**src/rtl/mdu_stall_ctrl_pkg.sv**
```systemverilog
// Shared constants for the MDU stall controller: MDUOp encodings and FSM state codes.
// Contents: MDU_OP_W, MDU_* opcode constants, mdu_state_e.
// No logic; imported by the interface, the decoder and the top.
package mdu_stall_ctrl_pkg;

  localparam int MDU_OP_W = 4;

  localparam logic [MDU_OP_W-1:0] MDU_NOP   = 4'd0;
  localparam logic [MDU_OP_W-1:0] MDU_MULT  = 4'd1;
  localparam logic [MDU_OP_W-1:0] MDU_MULTU = 4'd2;
  localparam logic [MDU_OP_W-1:0] MDU_DIV   = 4'd3;
  localparam logic [MDU_OP_W-1:0] MDU_DIVU  = 4'd4;
  localparam logic [MDU_OP_W-1:0] MDU_MTHI  = 4'd5;
  localparam logic [MDU_OP_W-1:0] MDU_MTLO  = 4'd6;
  localparam logic [MDU_OP_W-1:0] MDU_MADDU = 4'd7;
  localparam logic [MDU_OP_W-1:0] MDU_MFHI  = 4'd8;
  localparam logic [MDU_OP_W-1:0] MDU_MFLO  = 4'd9;

  typedef enum logic {
    ST_IDLE = 1'b0,
    ST_BUSY = 1'b1
  } mdu_state_e;

endpackage

```
**src/rtl/mdu_stall_ctrl_if.sv**
```systemverilog
// Pipeline-side bundle of the MDU stall controller.
// Inputs: E-stage op/valid/flush, D-stage op/valid. Outputs: stall_d, busy, remain, done, overlap_err.
// master = pipeline driving stage info, slave = the controller.
interface mdu_stall_ctrl_if
  import mdu_stall_ctrl_pkg::*;
#(
  parameter int CNT_W = 4
) ();
  logic                e_valid;
  logic [MDU_OP_W-1:0] e_mdu_op;
  logic                e_flush;
  logic                d_valid;
  logic [MDU_OP_W-1:0] d_mdu_op;
  logic                stall_d;
  logic                busy;
  logic [CNT_W-1:0]    remain;
  logic                done;
  logic                overlap_err;

  modport master (
    output e_valid, e_mdu_op, e_flush, d_valid, d_mdu_op,
    input  stall_d, busy, remain, done, overlap_err
  );

  modport slave (
    input  e_valid, e_mdu_op, e_flush, d_valid, d_mdu_op,
    output stall_d, busy, remain, done, overlap_err
  );
endinterface

```
**src/rtl/mdu_stall_ctrl_op_class.sv**
```systemverilog
// Combinational MDUOp classifier, used once for E and once for D.
// Ports: op in; is_start (op kicks off a multiply/divide), is_div, uses_hilo out.
// Undefined encodings classify as non-MDU.
module mdu_op_class
  import mdu_stall_ctrl_pkg::*;
(
  input  logic [MDU_OP_W-1:0] op,
  output logic                is_start,
  output logic                is_div,
  output logic                uses_hilo
);
  always_comb begin
    is_start  = 1'b0;
    is_div    = 1'b0;
    uses_hilo = 1'b0;
    case (op)
      MDU_MULT, MDU_MULTU, MDU_MADDU: begin
        is_start  = 1'b1;
        uses_hilo = 1'b1;
      end
      MDU_DIV, MDU_DIVU: begin
        is_start  = 1'b1;
        is_div    = 1'b1;
        uses_hilo = 1'b1;
      end
      MDU_MTHI, MDU_MTLO, MDU_MFHI, MDU_MFLO: uses_hilo = 1'b1;
      default: ;
    endcase
  end
endmodule

```
**src/rtl/mdu_stall_ctrl.sv**
```systemverilog
// Decode-stage stall controller for the multiply/divide unit: counts busy cycles from E-stage issue.
// Ports: clk, rst (sync, active-high), bus (slave modport) carrying E/D stage info and status outputs.
// stall_d is combinational; busy/remain/done/overlap_err are registered.
module mdu_stall_ctrl
  import mdu_stall_ctrl_pkg::*;
#(
  parameter int MULT_CYCLES = 5,
  parameter int DIV_CYCLES  = 10,
  parameter int CNT_W       = 4
) (
  input  logic              clk,
  input  logic              rst,
  mdu_stall_ctrl_if.slave   bus
);
  logic e_is_start, e_is_div, e_uses_hilo;
  logic d_is_start, d_is_div, d_uses_hilo;
  logic unused_class_bits;

  mdu_op_class u_e_class (
    .op        (bus.e_mdu_op),
    .is_start  (e_is_start),
    .is_div    (e_is_div),
    .uses_hilo (e_uses_hilo)
  );

  mdu_op_class u_d_class (
    .op        (bus.d_mdu_op),
    .is_start  (d_is_start),
    .is_div    (d_is_div),
    .uses_hilo (d_uses_hilo)
  );

  assign unused_class_bits = e_uses_hilo | d_is_start | d_is_div;

  logic             start;
  logic             d_uses;
  logic [CNT_W-1:0] load;

  // A flushed E instruction never starts; it cannot cancel a count already running.
  assign start  = bus.e_valid & ~bus.e_flush & e_is_start;
  assign d_uses = bus.d_valid & d_uses_hilo;
  assign load   = e_is_div ? CNT_W'(DIV_CYCLES) : CNT_W'(MULT_CYCLES);

  mdu_state_e       state;
  logic [CNT_W-1:0] remain_q;
  logic             busy_q;
  logic             done_q;
  logic             overlap_q;

  always_ff @(posedge clk) begin
    if (rst) begin
      state     <= ST_IDLE;
      remain_q  <= '0;
      busy_q    <= 1'b0;
      done_q    <= 1'b0;
      overlap_q <= 1'b0;
    end else begin
      done_q <= 1'b0;
      case (state)
        ST_IDLE: begin
          if (start) begin
            remain_q <= load;
            busy_q   <= 1'b1;
            state    <= ST_BUSY;
          end
        end
        ST_BUSY: begin
          // A start here means the stall was ignored upstream: restart the count and flag it.
          if (start) begin
            remain_q  <= load;
            overlap_q <= 1'b1;
          end else if (remain_q == CNT_W'(1)) begin
            remain_q <= '0;
            busy_q   <= 1'b0;
            done_q   <= 1'b1;
            state    <= ST_IDLE;
          end else begin
            remain_q <= remain_q - CNT_W'(1);
          end
        end
        default: begin
          state    <= ST_IDLE;
          remain_q <= '0;
          busy_q   <= 1'b0;
        end
      endcase
    end
  end

  // The start term covers the issue cycle, before busy has risen.
  assign bus.stall_d     = d_uses & (start | busy_q);
  assign bus.busy        = busy_q;
  assign bus.remain      = remain_q;
  assign bus.done        = done_q;
  assign bus.overlap_err = overlap_q;
endmodule

```
**src/flat_wrapper.sv**
```systemverilog
// flat-port wrapper written by rule: the top's interface ports become plain ports
module mdu_stall_ctrl_flat import mdu_stall_ctrl_pkg::*;
#(
  parameter int MULT_CYCLES = 5,
  parameter int DIV_CYCLES  = 10,
  parameter int CNT_W       = 4
)
  (clk, rst, bus_e_valid, bus_e_mdu_op, bus_e_flush, bus_d_valid, bus_d_mdu_op, bus_stall_d, bus_busy, bus_remain, bus_done, bus_overlap_err);
  mdu_stall_ctrl_if #(.CNT_W(CNT_W)) bus_i ();
  input  logic clk;
  input  logic rst;
  input wire logic [$bits(bus_i.e_valid)-1:0] bus_e_valid;
  input wire logic [$bits(bus_i.e_mdu_op)-1:0] bus_e_mdu_op;
  input wire logic [$bits(bus_i.e_flush)-1:0] bus_e_flush;
  input wire logic [$bits(bus_i.d_valid)-1:0] bus_d_valid;
  input wire logic [$bits(bus_i.d_mdu_op)-1:0] bus_d_mdu_op;
  output wire logic [$bits(bus_i.stall_d)-1:0] bus_stall_d;
  output wire logic [$bits(bus_i.busy)-1:0] bus_busy;
  output wire logic [$bits(bus_i.remain)-1:0] bus_remain;
  output wire logic [$bits(bus_i.done)-1:0] bus_done;
  output wire logic [$bits(bus_i.overlap_err)-1:0] bus_overlap_err;
  assign bus_i.e_valid = bus_e_valid;
  assign bus_i.e_mdu_op = bus_e_mdu_op;
  assign bus_i.e_flush = bus_e_flush;
  assign bus_i.d_valid = bus_d_valid;
  assign bus_i.d_mdu_op = bus_d_mdu_op;
  assign bus_stall_d = bus_i.stall_d;
  assign bus_busy = bus_i.busy;
  assign bus_remain = bus_i.remain;
  assign bus_done = bus_i.done;
  assign bus_overlap_err = bus_i.overlap_err;
  mdu_stall_ctrl #(.MULT_CYCLES(MULT_CYCLES), .DIV_CYCLES(DIV_CYCLES), .CNT_W(CNT_W)) u_core (.clk(clk), .rst(rst), .bus(bus_i));
endmodule
```
**config.mk**
```make
export PLATFORM = sky130hd
export DESIGN_NAME = mdu_stall_ctrl_flat
export DESIGN_NICKNAME = d
export VERILOG_FILES = /design/src/rtl/mdu_stall_ctrl_pkg.sv /design/src/rtl/mdu_stall_ctrl_if.sv /design/src/rtl/mdu_stall_ctrl_op_class.sv /design/src/rtl/mdu_stall_ctrl.sv /design/src/flat_wrapper.sv
export SDC_FILE = /design/constraint.sdc
export NUM_CORES = 1
export LEC_CHECK = 0
export CAP_MARGIN = 20
export CORE_AREA = 2 2 39 41
export DETAILED_ROUTE_END_ITERATION = 8
export DIE_AREA = 0 0 41 43
export GPL_TIMING_DRIVEN = 0
export PLACE_DENSITY_LB_ADDON = 0.25
export SLEW_MARGIN = 20
export SYNTH_ARGS = -nofsm -noshare
export SYNTH_HDL_FRONTEND = slang
export SYNTH_SLANG_ARGS = --single-unit
```
**constraint.sdc**
```tcl
create_clock -name clk -period 3.5 [get_ports clk]
set_input_delay 0.875 -clock clk [delete_from_list [all_inputs] [get_ports clk]]
set_output_delay 0.875 -clock clk [all_outputs]
set_load 0.02 [all_outputs]
```
# Yosys cells after proc, flatten, opt, wreduce, memory -nomap -nowiden
# Cells that the tools add are included.
# W data, S select, Z words.
# op_classes
n_addsub,1
n_mul,0
div,0
magnitude_cmp,0
n_eq_ne,18
shift,0
mux,17
bitwise_logic,7
reduce_logical,6
# ops
op,n
$eq A4 B3 Y1 const B,6
$eq A4 B2 Y1 const B,4
$mux W4,4
$eq A4 B1 Y1 const B,3
$mux W1,10
$reduce_or A9 Y1,1
$eq A4 B4 Y1 const B,2
$pmux W4 S2,1
$reduce_or A5 Y1,1
$and A1 B1 Y1,4
$ne A2 B2 Y1 const B,2
$pmux W1 S2,2
$sub A4 B1 Y4 const B,1
$reduce_and A3 Y1,1
$reduce_or A3 Y1,1
$ne A2 B1 Y1 const B,1
$not A1 Y1,2
$reduce_and A2 Y1,1
$reduce_or A2 Y1,1
$or A1 B1 Y1,1
# totals
regBits,8
latchBits,0
ram_bits,0
mem_bits_ro,0
output_inout_bits,8
mem_count,0

# Depth between registers and ports, before layout
# Gate-level depths: netlist (run 1).
# depth
word_depth,6
depth_mapped,6
ltp_nobuf,6

# Hierarchy
# From an unflattened synthesis (run 1), not the netlist that was laid out.
# unflattened
hier_cells,65
area_unflattened_um2,554.3
# modules_own_cells
mod,instances,cells_each,area_each_um2,seq_area_each_um2
mdu_stall_ctrl,1,45,416.6,160.2
mdu_op_class,2,10,68.8,0.0

# Least setup slack after synthesis (run 1)
# OpenSTA, ideal clock, no wires.
# synth_timing
path_type,input-to-output
startpoint,input bus_e_mdu_op[3]
endpoint,output bus_stall_d
arrival_ps,1912
path_slack_ps,713
stages,4
n_path_buf,0
cell_sequence,nor3b_1 -> o211a_4 -> nor2_1 -> nor3_1
# synth_via
elab_chain_cells,6
word_cells_on_any_way,10
# synth_rtl
item,line,source
"start, declared",flat_wrapper.sv:13,input wire logic [$bits(bus_i.e_mdu_op)-1:0] bus_e_mdu_op;
$eq A4 B2 Y1 (tied with other cells),mdu_stall_ctrl_op_class.sv:16,case (op)
$reduce_or A5 Y1 (no source line) *,--,
$mux W1 *,mdu_stall_ctrl_op_class.sv:16,
$and A1 B1 Y1 *,mdu_stall_ctrl.sv:40,assign start = bus.e_valid & ~bus.e_flush & e_is_start;
$or A1 B1 Y1 *,mdu_stall_ctrl.sv:91,assign bus.stall_d = d_uses & (start | busy_q);
$and A1 B1 Y1 *,mdu_stall_ctrl.sv:91,
"end, declared",flat_wrapper.sv:17,output wire logic [$bits(bus_i.stall_d)-1:0] bus_stall_d;
# Every way passes the cells marked *; elsewhere a longest branch is shown, timed or not.

# Worst setup path after layout (run 1)
# layout_timing
startpoint,input bus_e_mdu_op[2]
endpoint,output bus_stall_d
# Same word-level chain as after synthesis.

==> results of run 1 <==
-- through the flow --
| stage | power, mW | worst slack [ns] | utilization | instance area [sq um] | TNS [ns] |
|---|---|---|---|---|---|
| global route | 0.252 | 0.161 | 0.511 | 707 | 0 |
| CTS | 0.238 | 0.250 | 0.511 | 707 | 0 |
| finish | 0.235 | 0.265 | 0.511 | 707 | 0 |
| floorplan | 0.135 | 0.713 | - | 470 | 0 |
| global placement | 0.163 | -0.126 | 0.492 | 681 | -0.126 |
| detailed placement | 0.164 | -0.152 | 0.492 | 681 | -0.152 |
-- layout make-up --
class,instances,area (sq um)
clock buffer,3,22.5
fill,149,677
sequential,8,160
buffer,2,7.51
timing repair buffer,19,189
tap,16,20.0
inverter,2,7.51
multi-input combinational,44,300
-- power groups by stage --
stage	clock network, mW	logic, mW	registers (mW)
6_report	0.0730	0.0606	0.101
5_1_grt	0.0828	0.0667	0.102
4_1_cts	0.0756	0.0613	0.101
3_5_place_dp	0	0.0608	0.103
3_3_place_gp	0	0.0597	0.103
2_1_floorplan	0	0.0272	0.108
-- worst paths after layout --
check	start	endpoint	slack [ns]	cells after the start
worst max-delay path	bus_e_mdu_op[2]	bus_stall_d	0.26	6
worst max register to register	u_core.bus.remain[0]$_SDFFE_PP0P_	u_core.bus.remain[0]$_SDFFE_PP0P_	2.03	5
worst min register to register	u_core.bus.overlap_err$_SDFFE_PP0P_	u_core.bus.overlap_err$_SDFFE_PP0P_	0.49	2
worst min-delay path	u_core.bus.overlap_err$_SDFFE_PP0P_	u_core.bus.overlap_err$_SDFFE_PP0P_	0.49	2
-- worst min-delay path, stage by stage, from the launching register on --
cell and delay (ns):
sky130_fd_sc_hd__dfxtp_1 0.33, sky130_fd_sc_hd__a21oi_1 0.04, sky130_fd_sc_hd__nor2_1 0.08
-- state kept, by name (all words and copies together) (netlist names) --
name,flops
u_core.bus.remain,4
u_core.state,1
u_core.bus.done,1
u_core.bus.busy,1
u_core.bus.overlap_err,1
-- synth_stat cells (2+ instances only) --
library cell,count,area share
sky130_fd_sc_hd__dfxtp_1,8,0.34
sky130_fd_sc_hd__a21oi_1,6,0.064
sky130_fd_sc_hd__nand2b_1,5,0.066
sky130_fd_sc_hd__nor2_1,4,0.032
sky130_fd_sc_hd__nor3b_1,4,0.064
sky130_fd_sc_hd__o21ai_0,4,0.043
sky130_fd_sc_hd__nand2_1,3,0.024
sky130_fd_sc_hd__ha_1,2,0.053
sky130_fd_sc_hd__inv_1,2,0.016
sky130_fd_sc_hd__o211ai_1,2,0.032
-- cell usage in the layout, fill, tap and decap left out, types with 2 or more instances in the layout --
master | Yosys | routed
sky130_fd_sc_hd__nor2_1 | 4 | 4
sky130_fd_sc_hd__o21ai_0 | 4 | 4
sky130_fd_sc_hd__clkdlybuf4s50_1 | 0 | 18
sky130_fd_sc_hd__nor3b_1 | 4 | 3
sky130_fd_sc_hd__dfxtp_1 | 8 | 8
sky130_fd_sc_hd__nand2_1 | 3 | 3
sky130_fd_sc_hd__a21oi_1 | 6 | 6
sky130_fd_sc_hd__ha_1 | 2 | 2
sky130_fd_sc_hd__nand2b_1 | 5 | 5
sky130_fd_sc_hd__o211ai_1 | 2 | 2
sky130_fd_sc_hd__inv_1 | 2 | 2
sky130_fd_sc_hd__clkbuf_4 | 0 | 3
-- routing by layer --
layer,routed length (um),vias to the layer above,GRT usage,share of wire
met4,26,0,0.100,0.024
met1,430,220,0.184,0.40
met2,552,14,0.234,0.51
met3,72,4,0.0785,0.067
li1,-,248,-,-
met5,0,-,0,0
-- kinds of logic after synthesis --
| logic type | Yosys count | synth area share |
|---|---|---|
| AO/OA/AOI/OAI | 15 | 0.210 |
| XOR/XNOR | 1 | 0.0186 |
| adder cells (fa/ha/maj) | 2 | 0.0532 |
| buffers and inverters | 4 | 0.0319 |
| flip-flops | 8 | 0.340 |
| multiplexers | 1 | 0.0239 |
| AND/OR/NAND/NOR | 25 | 0.322 |
-- repair_timing --
action	4_1_cts	5_1_grt
endpoints found under the hold margin	0	0
setup buffers	0	0
resized for setup	2	0
setup endpoints to repair	1	0
==> summary.md, run 1 <==
The buffer levels on the longest clock path is 2, and the placed cell count is 91. Derived from the worst setup path, the maximum achievable clock frequency is 0.309 GHz. The first TritonRoute pass finished after 4 iterations.

For the number of warnings reported in the yosys synthesis log, the log shows 0. DRC marker count from the first detailed-route iteration: 5. Setup repair after global routing left no endpoint under its margin. STA puts the critical path data required time at 2.62 ns.

The number of inserted diodes was 0. For the global route total overflow, the log shows 0. In the routed design, unresolved DRC markers number 0. The clock reaches the later pin of the worst-skew pair after 0.26 ns. The number of global-route vias before repair was 463.

The routed design has 1080 um of wire. The detail route stage leaves a number of antenna-violating nets equal to 0. The tools report the sequential area share after synthesis as 0.340. TritonCTS built the clock tree.

The total number of H-tree levels was 1. The part of the total power dissipated in combinational logic came out at 0.258. Synthesis produced a netlist whose cell count is 56.

In this run the power spent charging and discharging nets is 0.0654 mW. After synthesis the cells add up to 470 sq um. The clock power share is 0.311.

The run finished with clean final reports. The count of cells in the finished layout, fillers not included, comes to 94. The worst setup path is captured at an output port. The total number of nets in the final design is 95, and the HPWL reported at the end of detailed placement is 832 um.

Cell internal power was estimated by the tool at 0.170 mW. For the final database, setup skew stands at 0.0110 ns. On the final layout, the worst hold slack is 0.486 ns. The signed area change from the synthesized netlist to the final layout was 50.3%; the arrival time at the worst endpoint was 2.36 ns.

The number of synthesized flops with an enable pin came out at 0. The tools report the relative slew slack as 0.713. The tool flagged a number of max-cap violations equal to 0. The clock root buffer is sky130_fd_sc_hd__clkbuf_4. Slowest library cell on the worst path: sky130_fd_sc_hd__clkdlybuf4s50_1.

The tools report the final count of pins violating max slew as 0. The initialized floorplan defines 14 standard-cell rows. The proportion of layout cells with a drive suffix above 1 is 0.0897. The maximum single-stage delay on the critical path was 0.53 ns. The run gives 0.00176 sq mm as the die footprint. For this design, the CTS-stage hold fixing added 0 buffers. The combined global-route utilization of all metal layers was 0.163. Routability-driven placement finished with a final weighted congestion of 0.718. Traced cell by cell, the critical path runs through clkdlybuf4s50_1 -> xor2_1 -> o211a_4 -> nor2_1 -> nor3_1 -> dlygate4sd2_1. The net count after synthesis is 71. Summing over every cut layer, the via total after detailed routing is 486.

Together, buffers and inverters on the worst path number 2. For the pin with the worst max-slew slack, the measured transition is 0.427 ns. For this design the static power due to leakage is 0.256 nW. STA classifies the critical path startpoint as a primary input. Of all nets on the critical path, the largest fanout is 6. Setup violations remaining at the end of the flow were counted as 0.

After detailed routing, the number of vias per cell comes to 5.17. The mean area per synthesized cell is 8.40 sq um, and the count of unique library cells instantiated by Yosys is 26. The number of buffers created by CTS was 3. The post-route clock period utilization was 0.924.

In this run the worst hold path is classified as flop to flop. The per-cell routed wire length is 11.5 um. The die is 43 um tall. The tools report the core footprint as 0.00138 sq mm.

The final-report hold violation count was 0. The number of clock sinks seen by CTS was 8; the total power divided by cell area was 332 mW/mm^2. The starting density of the core was 0.340. The run gives 0.431 as the register share of total power.

By startpoint and endpoint, the worst setup path is classified as primary input to output port. Commonest register cell after synthesis: sky130_fd_sc_hd__dfxtp_1. The switching part of the total power is 0.278. The share of flip-flops with an asynchronous set or reset was 0; the number of buffers inserted by port buffering was 19. The clock-pin slew on the worst setup and hold paths came out at 0.05 ns. Counting flops and latches in the post-synthesis netlist gives 8. The first global-routing pass estimated 1840 um of wire. The tools report the maximum number of pins on one net before global-route repair as 11.

The x dimension of the die was 41 um; the largest voltage drop on the vdd net was 0.254 mV. Grouping stages by cell kind, the critical path spends the most delay in buffers and inverters. Final critical path time including I/O delays and setup: 3.24 ns.

The logs give 21 for the count of pins on the block boundary and 0 for the initial antenna violation count.
No activity file was read; power rests on OpenSTA's default activity.
==> inputs of run 2 (changes only) <==
--- a/config.mk
+++ b/config.mk
@@ -11,7 +11,6 @@
 export DIE_AREA = 0 0 41 43
 export GPL_TIMING_DRIVEN = 0
 export PLACE_DENSITY_LB_ADDON = 0.25
-export SLEW_MARGIN = 20
 export SYNTH_ARGS = -nofsm -noshare
 export SYNTH_HDL_FRONTEND = slang
 export SYNTH_SLANG_ARGS = --single-unit
==> constraint.sdc (replaced) <==
create_clock -name clk -period 3.5 [get_ports clk]
set_input_delay 0.875 -clock clk [delete_from_list [all_inputs] [get_ports clk]]
set_output_delay 0.875 -clock clk [all_outputs]
set_load 0.005 [all_outputs]
==> run 2 against run 1 <==
Final area grew 1.2%. Power decreased by 1.9%. Worst hold slack barely moved. Via count stayed put. Utilization increased by 0.63 points. Global-route usage did not move. Critical path depth stayed put. Wire length grew 0.19%. Setup slack worse by 0.16 ns. First-iteration DRC count is the same. Highest routed layer unchanged.
==> summary.md, run 2 (same netlist as run 1, synthesis figures left out) <==
The run finished with clean final reports. The part of the total power dissipated in combinational logic is 0.243 (was 0.258), and the net switching power figure is 0.0605 mW (was 0.0654 mW). The number of buffers inserted by port buffering was 19 (unchanged).

The number of flip-flops under the largest register name is 4 (unchanged). Sort of element at the start of the critical path: a primary input (unchanged). The post-route clock period utilization is 0.969 (was 0.924), and the placed cell count is 91 (unchanged).

The x dimension of the die is 41 um (unchanged). The clock root buffer is sky130_fd_sc_hd__clkbuf_4 (unchanged). The run gives 0.295 GHz (was 0.309 GHz) as the maximum clock frequency.

The DRC marker count from the first detailed-route iteration is 5 (unchanged), and the combined global-route utilization of all metal layers is 0.163 (unchanged). Type of the most critical hold path: flop to flop (unchanged). The static power due to leakage came out at 0.253 nW (was 0.256 nW).

TritonCTS built the clock tree. The logs give 0 (unchanged) for the number of maximum-capacitance violations and 0.00138 sq mm (unchanged) for the core footprint. The number of global-route vias before repair was 463 (unchanged); the worst hold slack was 0.485 ns (was 0.486 ns). Global-route wire length before repair: 1840 um (unchanged). The logs give 0.170 mW (about the same) for the internal power summed over all cells and 2.62 ns (about the same) for the required time of the critical path. The number of buffers created by CTS is 3 (unchanged), and the post-layout instance count excluding filler cells is 94 (unchanged). The run gives 0.231 mW (was 0.235 mW) as the overall power. The number of search-and-repair iterations in the first detailed-routing pass is 4 (unchanged). The standard cell area after detailed placement was 681 sq um (unchanged); the count of vias placed by the detailed router was 486 (unchanged).

Top library cells by usage in the layout, fill and taps aside: sky130_fd_sc_hd__clkdlybuf4s50_1 (19), sky130_fd_sc_hd__dfxtp_1 (8), sky130_fd_sc_hd__a21oi_1 (6) (was sky130_fd_sc_hd__clkdlybuf4s50_1 (18), sky130_fd_sc_hd__dfxtp_1 (8), sky130_fd_sc_hd__a21oi_1 (6)). The remaining routing DRC violations was 0 (unchanged). The HPWL reported at the end of detailed placement is 832 um (unchanged), and the buffer levels on the longest clock path is 2 (unchanged).

Endpoint of the lowest-slack register-to-register path: u_core.bus.remain[0]$_SDFFE_PP0P_ (unchanged). The logs give 0 (unchanged) for the global route total overflow and 0 (unchanged) for the final-report hold violation count. The count of pins on the block boundary was 21 (unchanged). Total power divided by cell area: 322 mW/mm^2 (was 332 mW/mm^2). The setup TNS after final layout was 0 ns (unchanged). The total number of H-tree levels is 1 (unchanged), and the register share of total power is 0.440 (was 0.431). The clock-pin slew on the worst setup and hold paths is 0.05 ns (about the same), and the total number of nets in the final design is 95 (unchanged). The startpoint of the most critical register-to-register path is u_core.bus.remain[0]$_SDFFE_PP0P_ (unchanged). The tools report the clock latency on the worst-skew pair as 0.26 ns (about the same). The final routed wirelength across all metal layers was 1080 um (about the same).

The signed area change from the synthesized netlist to the final layout was 52.1% (was 50.3%); the number of filler instances in the final layout was 148 (was 149). The run gives 0 (unchanged) as the number of buffers added for setup after CTS. For the starting density of the core, the log shows 0.340 (unchanged). The tools report the arrival time at the worst endpoint as 2.52 ns (was 2.36 ns). The run gives 0.107 ns (was 0.265 ns) as the final critical-path setup slack.

Element type at the critical path end: an output port (unchanged). The floorplan die height is 43 um (unchanged), and the post-route core utilization is 0.517 (was 0.511). The worst hold path depth was 2 (unchanged). The number of nets with antenna violations after routing came out at 0 (unchanged).

The total non-filler cell area in the finished layout was 716 sq um (was 707 sq um); the final critical path time including I/O delays and setup was 3.39 ns (was 3.24 ns). The number of clock sinks seen by CTS was 8 (unchanged); the number of cells on the worst reg-to-reg path was 5 (unchanged). Most common cell after layout, fill and taps aside: sky130_fd_sc_hd__clkdlybuf4s50_1 (unchanged). The hold path startpoint was u_core.bus.overlap_err$_SDFFE_PP0P_ (unchanged). The proportion of layout cells with a drive suffix above 1 is 0.103 (was 0.0897), and the transition at the pin with the smallest max-transition slack is 0.425 ns (was 0.427 ns).

The run gives 11 (unchanged) as the maximum number of pins on one net before global-route repair. The number of inserted diodes was 0 (unchanged); the relative slew slack was 0.713 (about the same). The tools report the initial antenna violation count as 0 (unchanged). Hold-critical path endpoint: u_core.bus.overlap_err$_SDFFE_PP0P_ (unchanged). The clock power share came out at 0.317 (was 0.311).

The number of setup violations in the final report came out at 0 (unchanged). The final count of pins violating max slew came out at 0 (unchanged). The tools report the die footprint as 0.00176 sq mm (unchanged).

The category of the most critical setup path was primary input to output port (unchanged). For the number of standard-cell rows in the floorplan, the log shows 14 (unchanged). The switching part of the total power is 0.262 (was 0.278). The maximum fanout along the worst path came out at 6 (unchanged).

The flop-to-flop setup slack is 2.03 ns (about the same). The worst clock skew was 0.0110 ns (about the same); the via density per instance was 5.17 (unchanged). The tools report the largest voltage drop on the vdd net as 0.253 mV (was 0.254 mV). The per-cell routed wire length is 11.5 um (about the same), and the pre-CTS setup slack is -0.0486 ns (was -0.152 ns). The global placement routability congestion came out at 0.718 (unchanged). Setup repair after global routing left no endpoint under its margin.
==> run 2: cell count changes in the layout (fill, tap and decap cells not counted) <==
cell	delta
sky130_fd_sc_hd__clkdlybuf4s50_1	+1
sky130_fd_sc_hd__dlygate4sd2_1	-1
sky130_fd_sc_hd__xor2_1	-1
sky130_fd_sc_hd__xor2_2	+1
==> run 2: how the worst max path moves through the flow <==
stage / startpoint / end / slack (ns) / depth (start not counted)
2_1_floorplan: bus_e_mdu_op[3] / bus_stall_d / 1.02 / 4
3_3_place_gp: bus_e_valid / bus_stall_d / -0.02 / 6
3_5_place_dp: bus_e_valid / bus_stall_d / -0.05 / 6
4_1_cts: bus_e_mdu_op[2] / bus_stall_d / 0.07 / 6
5_1_grt: bus_e_mdu_op[2] / bus_stall_d / 0.005 / 6
6_report: bus_e_mdu_op[2] / bus_stall_d / 0.11 / 6
==> run 2: layout make-up <==
cell class | instances | area, sq um | area share
clock buffer | 3 | 22.5 | 0.0315
timing repair buffer | 19 | 190 | 0.266
buffer | 2 | 7.51 | 0.0105
sequential | 8 | 160 | 0.224
inverter | 2 | 7.51 | 0.0105
multi-input combinational | 44 | 308 | 0.430
tap | 16 | 20.0 | 0.0280
==> run 2: power by group through the flow <==
stage / clock network [mW] / registers, mW / logic (mW)
floorplan: 0 / 0.103 / 0.0268
global placement: 0 / 0.103 / 0.0541
detailed placement: 0 / 0.103 / 0.0553
CTS: 0.0756 / 0.101 / 0.0560
global route: 0.0828 / 0.102 / 0.0624
finish: 0.0731 / 0.101 / 0.0561
==> run 2: layer usage <==
layer | vias to the layer above | global-route usage | part of all wire
met4 | 0 | 0.100 | 0.024
met3 | 4 | 0.0785 | 0.066
met5 | - | 0 | 0
met2 | 14 | 0.234 | 0.51
met1 | 221 | 0.184 | 0.40
li1 | 247 | - | -
==> run 2: critical path: stages <==
cell	delay [ns]
sky130_fd_sc_hd__clkdlybuf4s50_1	0.56
sky130_fd_sc_hd__xor2_2	0.19
sky130_fd_sc_hd__o211a_4	0.21
sky130_fd_sc_hd__nor2_1	0.05
sky130_fd_sc_hd__nor3_1	0.12
sky130_fd_sc_hd__clkdlybuf4s50_1	0.53
==> run 2: repair_timing <==
item	CTS	global route
resized for setup	1	1
pin swaps	0	0
setup endpoints to repair	1	1
hold buffers	0	0
